[config.mk]
export PLATFORM = sky130hd
export DESIGN_NAME = stack_seq
export DESIGN_NICKNAME = d
export VERILOG_FILES = /design/src/rtl/stack_seq.sv
export SDC_FILE = /design/constraint.sdc
export NUM_CORES = 1
export LEC_CHECK = 0
export CORE_AREA = 2 2 81 83
export DETAILED_ROUTE_END_ITERATION = 8
export DIE_AREA = 0 0 83 85
export PLACE_DENSITY = 0.79
export RECOVER_POWER = 50
export SLEW_MARGIN = 20
export SYNTH_ARGS = -nofsm -noshare
export SYNTH_HDL_FRONTEND = slang
export SYNTH_SLANG_ARGS = --single-unit
[constraint.sdc]
create_clock -name cp2 -period 2.25 [get_ports cp2]
set_input_delay 0.45 -clock cp2 [delete_from_list [all_inputs] [get_ports cp2]]
set_output_delay 0.45 -clock cp2 [all_outputs]
set_load 0.005 [all_outputs]
[src/rtl/stack_seq.sv]
// Multi-cycle stack engine: pushes the return PC for CALL/IRQ entry and pops it for RET/RETI,
// stepping SP through the I/O register file and driving the data-RAM port one byte per cycle.
module stack_seq #(
    parameter bit pc22b = 1'b0
) (
    input  logic        cp2,
    input  logic        ireset,
    input  logic        cp2en,
    input  logic        start_call,
    input  logic        start_irq,
    input  logic        start_ret,
    input  logic        start_reti,
    input  logic [21:0] pc_in,
    input  logic [7:0]  spl_in,
    input  logic [7:0]  sph_in,
    input  logic [7:0]  ram_din,
    output logic        sp_en,
    output logic        sp_ndown_up,
    output logic [15:0] ram_adr,
    output logic [7:0]  ram_dout,
    output logic        ram_we,
    output logic        ram_re,
    output logic [21:0] pc_out,
    output logic        pc_load,
    output logic        sreg_i_wr_en,
    output logic        sreg_i_val,
    output logic        busy,
    output logic        done
);

    localparam logic [1:0] LAST = pc22b ? 2'd2 : 2'd1;

    typedef enum logic [2:0] {IDLE, PUSH, POP, CAPT, DONE} state_t;
    typedef enum logic [1:0] {OP_CALL, OP_IRQ, OP_RET, OP_RETI} op_t;

    state_t      state;
    op_t         op;
    logic [1:0]  cnt;
    logic [21:0] pc_lat;
    logic [13:0] pc_sh;
    logic [21:0] pc_q;
    logic [15:0] sp;

    assign sp = {sph_in, spl_in};

    function automatic logic [7:0] push_byte(input logic [21:0] pc, input logic [1:0] idx);
        case (idx)
            2'd0:    push_byte = pc[7:0];
            2'd1:    push_byte = pc[15:8];
            default: push_byte = {2'b00, pc[21:16]};
        endcase
    endfunction

    function automatic logic [21:0] assemble(input logic [13:0] hi, input logic [7:0] lo);
        assemble = pc22b ? {hi, lo} : {6'b0, hi[7:0], lo};
    endfunction

    always_ff @(posedge cp2 or negedge ireset) begin
        if (!ireset) begin
            state  <= IDLE;
            op     <= OP_CALL;
            cnt    <= 2'd0;
            pc_lat <= 22'd0;
            pc_sh  <= 14'd0;
            pc_q   <= 22'd0;
        end else if (cp2en) begin
            case (state)
                IDLE: begin
                    cnt   <= 2'd0;
                    pc_sh <= 14'd0;
                    if (start_irq) begin
                        op     <= OP_IRQ;
                        pc_lat <= pc22b ? pc_in : {6'b0, pc_in[15:0]};
                        state  <= PUSH;
                    end else if (start_call) begin
                        op     <= OP_CALL;
                        pc_lat <= pc22b ? pc_in : {6'b0, pc_in[15:0]};
                        state  <= PUSH;
                    end else if (start_reti) begin
                        op    <= OP_RETI;
                        state <= POP;
                    end else if (start_ret) begin
                        op    <= OP_RET;
                        state <= POP;
                    end
                end
                PUSH: begin
                    cnt <= cnt + 2'd1;
                    if (cnt == LAST)
                        state <= DONE;
                end
                POP: begin
                    // Read data trails its issue by one cycle, so issue 0 has nothing to capture yet.
                    if (cnt != 2'd0)
                        pc_sh <= {pc_sh[5:0], ram_din};
                    cnt <= cnt + 2'd1;
                    if (cnt == LAST)
                        state <= CAPT;
                end
                CAPT: begin
                    pc_q  <= assemble(pc_sh, ram_din);
                    state <= DONE;
                end
                DONE: state <= IDLE;
                default: state <= IDLE;
            endcase
        end
    end

    always_comb begin
        busy         = (state != IDLE);
        sp_en        = ((state == PUSH) || (state == POP)) && cp2en;
        sp_ndown_up  = (state == POP);
        ram_we       = (state == PUSH) && cp2en;
        ram_re       = (state == POP) && cp2en;
        ram_adr      = 16'd0;
        ram_dout     = 8'd0;
        if (state == PUSH) begin
            ram_adr  = sp;
            ram_dout = push_byte(pc_lat, cnt);
        end else if (state == POP) begin
            ram_adr  = sp + 16'd1;
        end
        done         = (state == DONE) && cp2en;
        pc_load      = (state == DONE) && ((op == OP_RET) || (op == OP_RETI)) && cp2en;
        sreg_i_wr_en = (state == DONE) && ((op == OP_IRQ) || (op == OP_RETI)) && cp2en;
        sreg_i_val   = (state == DONE) && (op == OP_RETI);
        pc_out       = pc_q;
    end

endmodule

==> results.ini <==
[clock_network]
root_buffer = clkbuf_8
cts.sink_count = 47
clkLatencyLatePin_ns = 0.30
ctsHtreeMaxLevel = 2
holdBufCountCts = 0
numCtsBuffers = 5
clock_path_buffers = 2
tritoncts_clock_tree = yes
clkTransAtPathRegs_ns = 0.09

[global_route]
grt-busiest-layer = met2
wire_length_of_the_first_global_routing_pass_um = 12600
globalRoute.totalOverflow = 0
grtUsageTotal_pct = 21.6
grt_antenna_before_repair = 0
use_met2_pct = 38.2
globalRouteMet1Util_pct = 25.3
grt_max_degree = 33
grt_use_met3_pct = 6.13
vias_in_the_first_global_route = 2674

[timing]
final.setup_skew_ns = 0.00656
timing.final.hold_violations = 0
rsz_0062_raised_after_global_routing = yes
max_slew.worst_pin.slew_ns = 0.845
timing.hold.ws_ns = 0.223
timing.final.setup_violations = 14
post-route-worst-setup-slack_ns = -0.129
fmax_mhz = 420
count_of_pins_over_their_slew_limit = 0
post-route-period-util_pct = 106
fin_tns_setup_ns = -0.712
min_period_ns = 2.38
slew-limit-headroom_pct = 43.7

[setup_path]
endpoint_kind_of_the_worst_setup_timing_path = output pin
worst_ep_required_time_ns = 1.80
worstSetupStartpointType = register
worst_path_most_repeated_cell = buf_6
worst_path_cell_chain = or3b_4, inv_8, buf_6, buf_6, o21ai_0, a31oi_1, buf_2
path_max_fanout = 6
critical-path-max-stage-delay_ns = 0.47
critical_path_class = reg -> out
cp.arrival_ns = 1.93
r2r_setup_slack_ns = 0.42
worst_path_max_delay_cell = or3b_4
worst-path-buf-inv = 4
critical_path.top_delay_family = simple AND/OR/NAND/NOR gates

[synthesis]
ranking_of_synthesized_cells_by_instance_count = dfrtp_1, o21ai_0, mux2_2, nand2_1, nor2_1
yosysSeqAreaShare_pct = 45.0
asyncSetResetFlopFracSynth_pct = 100
netlist.top_cell.by_area = dfrtp_1
synth_area_leaders = dfrtp_1, mux2_2, o21ai_0, nand2_1, nand3_1
yosysUniqueCellTypes = 44
synthCells = 277
synth_most_common_cell = dfrtp_1
synth_largest_type_area_fraction_pct = 45.0
yosys_most_used_dff = dfrtp_1
synth_edf_count = 0
synth_area_per_cell_sq_um = 9.43
synth-seq-cells = 47
yosys_warnings = 0
synth.cell_area_sq_um = 2610

[floorplanning]
die_width_um = 83
placeableCoreArea_sq_um = 6200
floorplan.initialDensity_pct = 42.1
fp-row-count = 29
die_height_um = 85
io_pins = 108
die_area_sq_um = 7060

[place]
placed_cell_area_sq_um = 3820
gp_congestion = 0.881
placed_wire_length_estimate_um = 5110
dp.cells = 466
pre_cts_slack_ns = -0.693
io_buffer_count = 95

[final_layout]
stdcell_area_sq_um = 4260
layoutNonFillerInstCount = 495
ratio_of_cells_with_drive_above_1_in_the_final_layout_pct = 34.4
final_nets = 473
antenna_cells_inserted = 0
syn_to_final_growth_pct = 62.9
fin_util_pct = 68.6

[worst_hold_path]
hold_class = in -> async

[routing]
via_count = 2684
ant_nets = 0
drt_drc_violations_left = 0
routedWlPerCell_um = 16.2
drt_first_pass_iters = 4
drtIter0Drc = 111
routed_wl_um = 8010
viasPerCell = 5.42

[run_status]
failed_checks = setup timing
outcome = finished with violations

[pwr]
total_power_mw = 4.68
power_per_cell_area_nw_per_um2 = 1100
vdd_drop_max_uv = 767
leakagePower_nw = 1.90

[flow_run]
cap_violations = 0

[report_power, final]
group,switching (mW),internal [mW]
clock network,0.288,0.443
registers,0.187,1.21
logic,1.16,1.38
total,1.64,3.04
[what timing repair did]
action / in CTS / in global routing
endpoints found under the setup margin: 29 / 20
endpoints found under the hold margin: 0 / 0
resized for setup: 154 / 27
gates cloned: 1 / 0
pin swaps: 17 / 14
setup buffers: 18 / 4
[logic make-up after synthesis]
family                   Yosys count  share of synthesized area (%)
buffers and inverters             37                           7.23
AO/OA/AOI/OAI                     77                           18.3
adder cells (fa/ha/maj)            3                           1.44
other                              1                          0.144
AND/OR/NAND/NOR                   87                           17.1
multiplexers                      25                           10.7
flip-flops                        47                           45.0
[placed cells by master (no fill, tap or decap), types with 15 or more instances in the layout]
master and instances:
dfrtp_1 47, dlygate4sd2_1 15, dlygate4sd3_1 15, nand2_1 22, nand3_1 15, mux2_2 24
buf_6 15, o21ai_0 21, clkdlybuf4s50_1 41, buf_2 17, buf_4 35
[layout make-up]
cell class              instances  area (sq um)
inverters                      14          60.1
well taps                      77          96.3
clock buffers                   5          68.8
fillers                       505          1950
repair buffers                151          1330
clock inverters                 3          67.6
multi-input cells             198          1460
flip-flops and latches         47          1180
[worst paths after layout]
path                            start           to  depth (start not counted)
setup reg to reg             state[2]        op[0]                          8
max in group asynchronous      ireset    pc_lat[9]                          2
hold / removal                 ireset   pc_out[11]                          1
setup / recovery             state[0]  ram_adr[13]                          7
hold reg to reg            pc_out[10]   pc_out[10]                          2
min in group cp2           pc_out[10]   pc_out[10]                          2
[registers in the layout (all words and copies together), names as in the netlist]
| register | cells |
|---|---|
| pc_lat | 16 |
| cnt | 2 |
| pc_out | 16 |
| pc_sh | 8 |
| state | 3 |
| op | 2 |
[layer usage]
metal  vias up  part of all wire (%)
li1       1266                     -
met1      1293                    41
met2       108                    50
met3        17                   7.1
met4         0                   2.2
met5         -                     0
No activity file was read; power rests on OpenSTA's default activity.
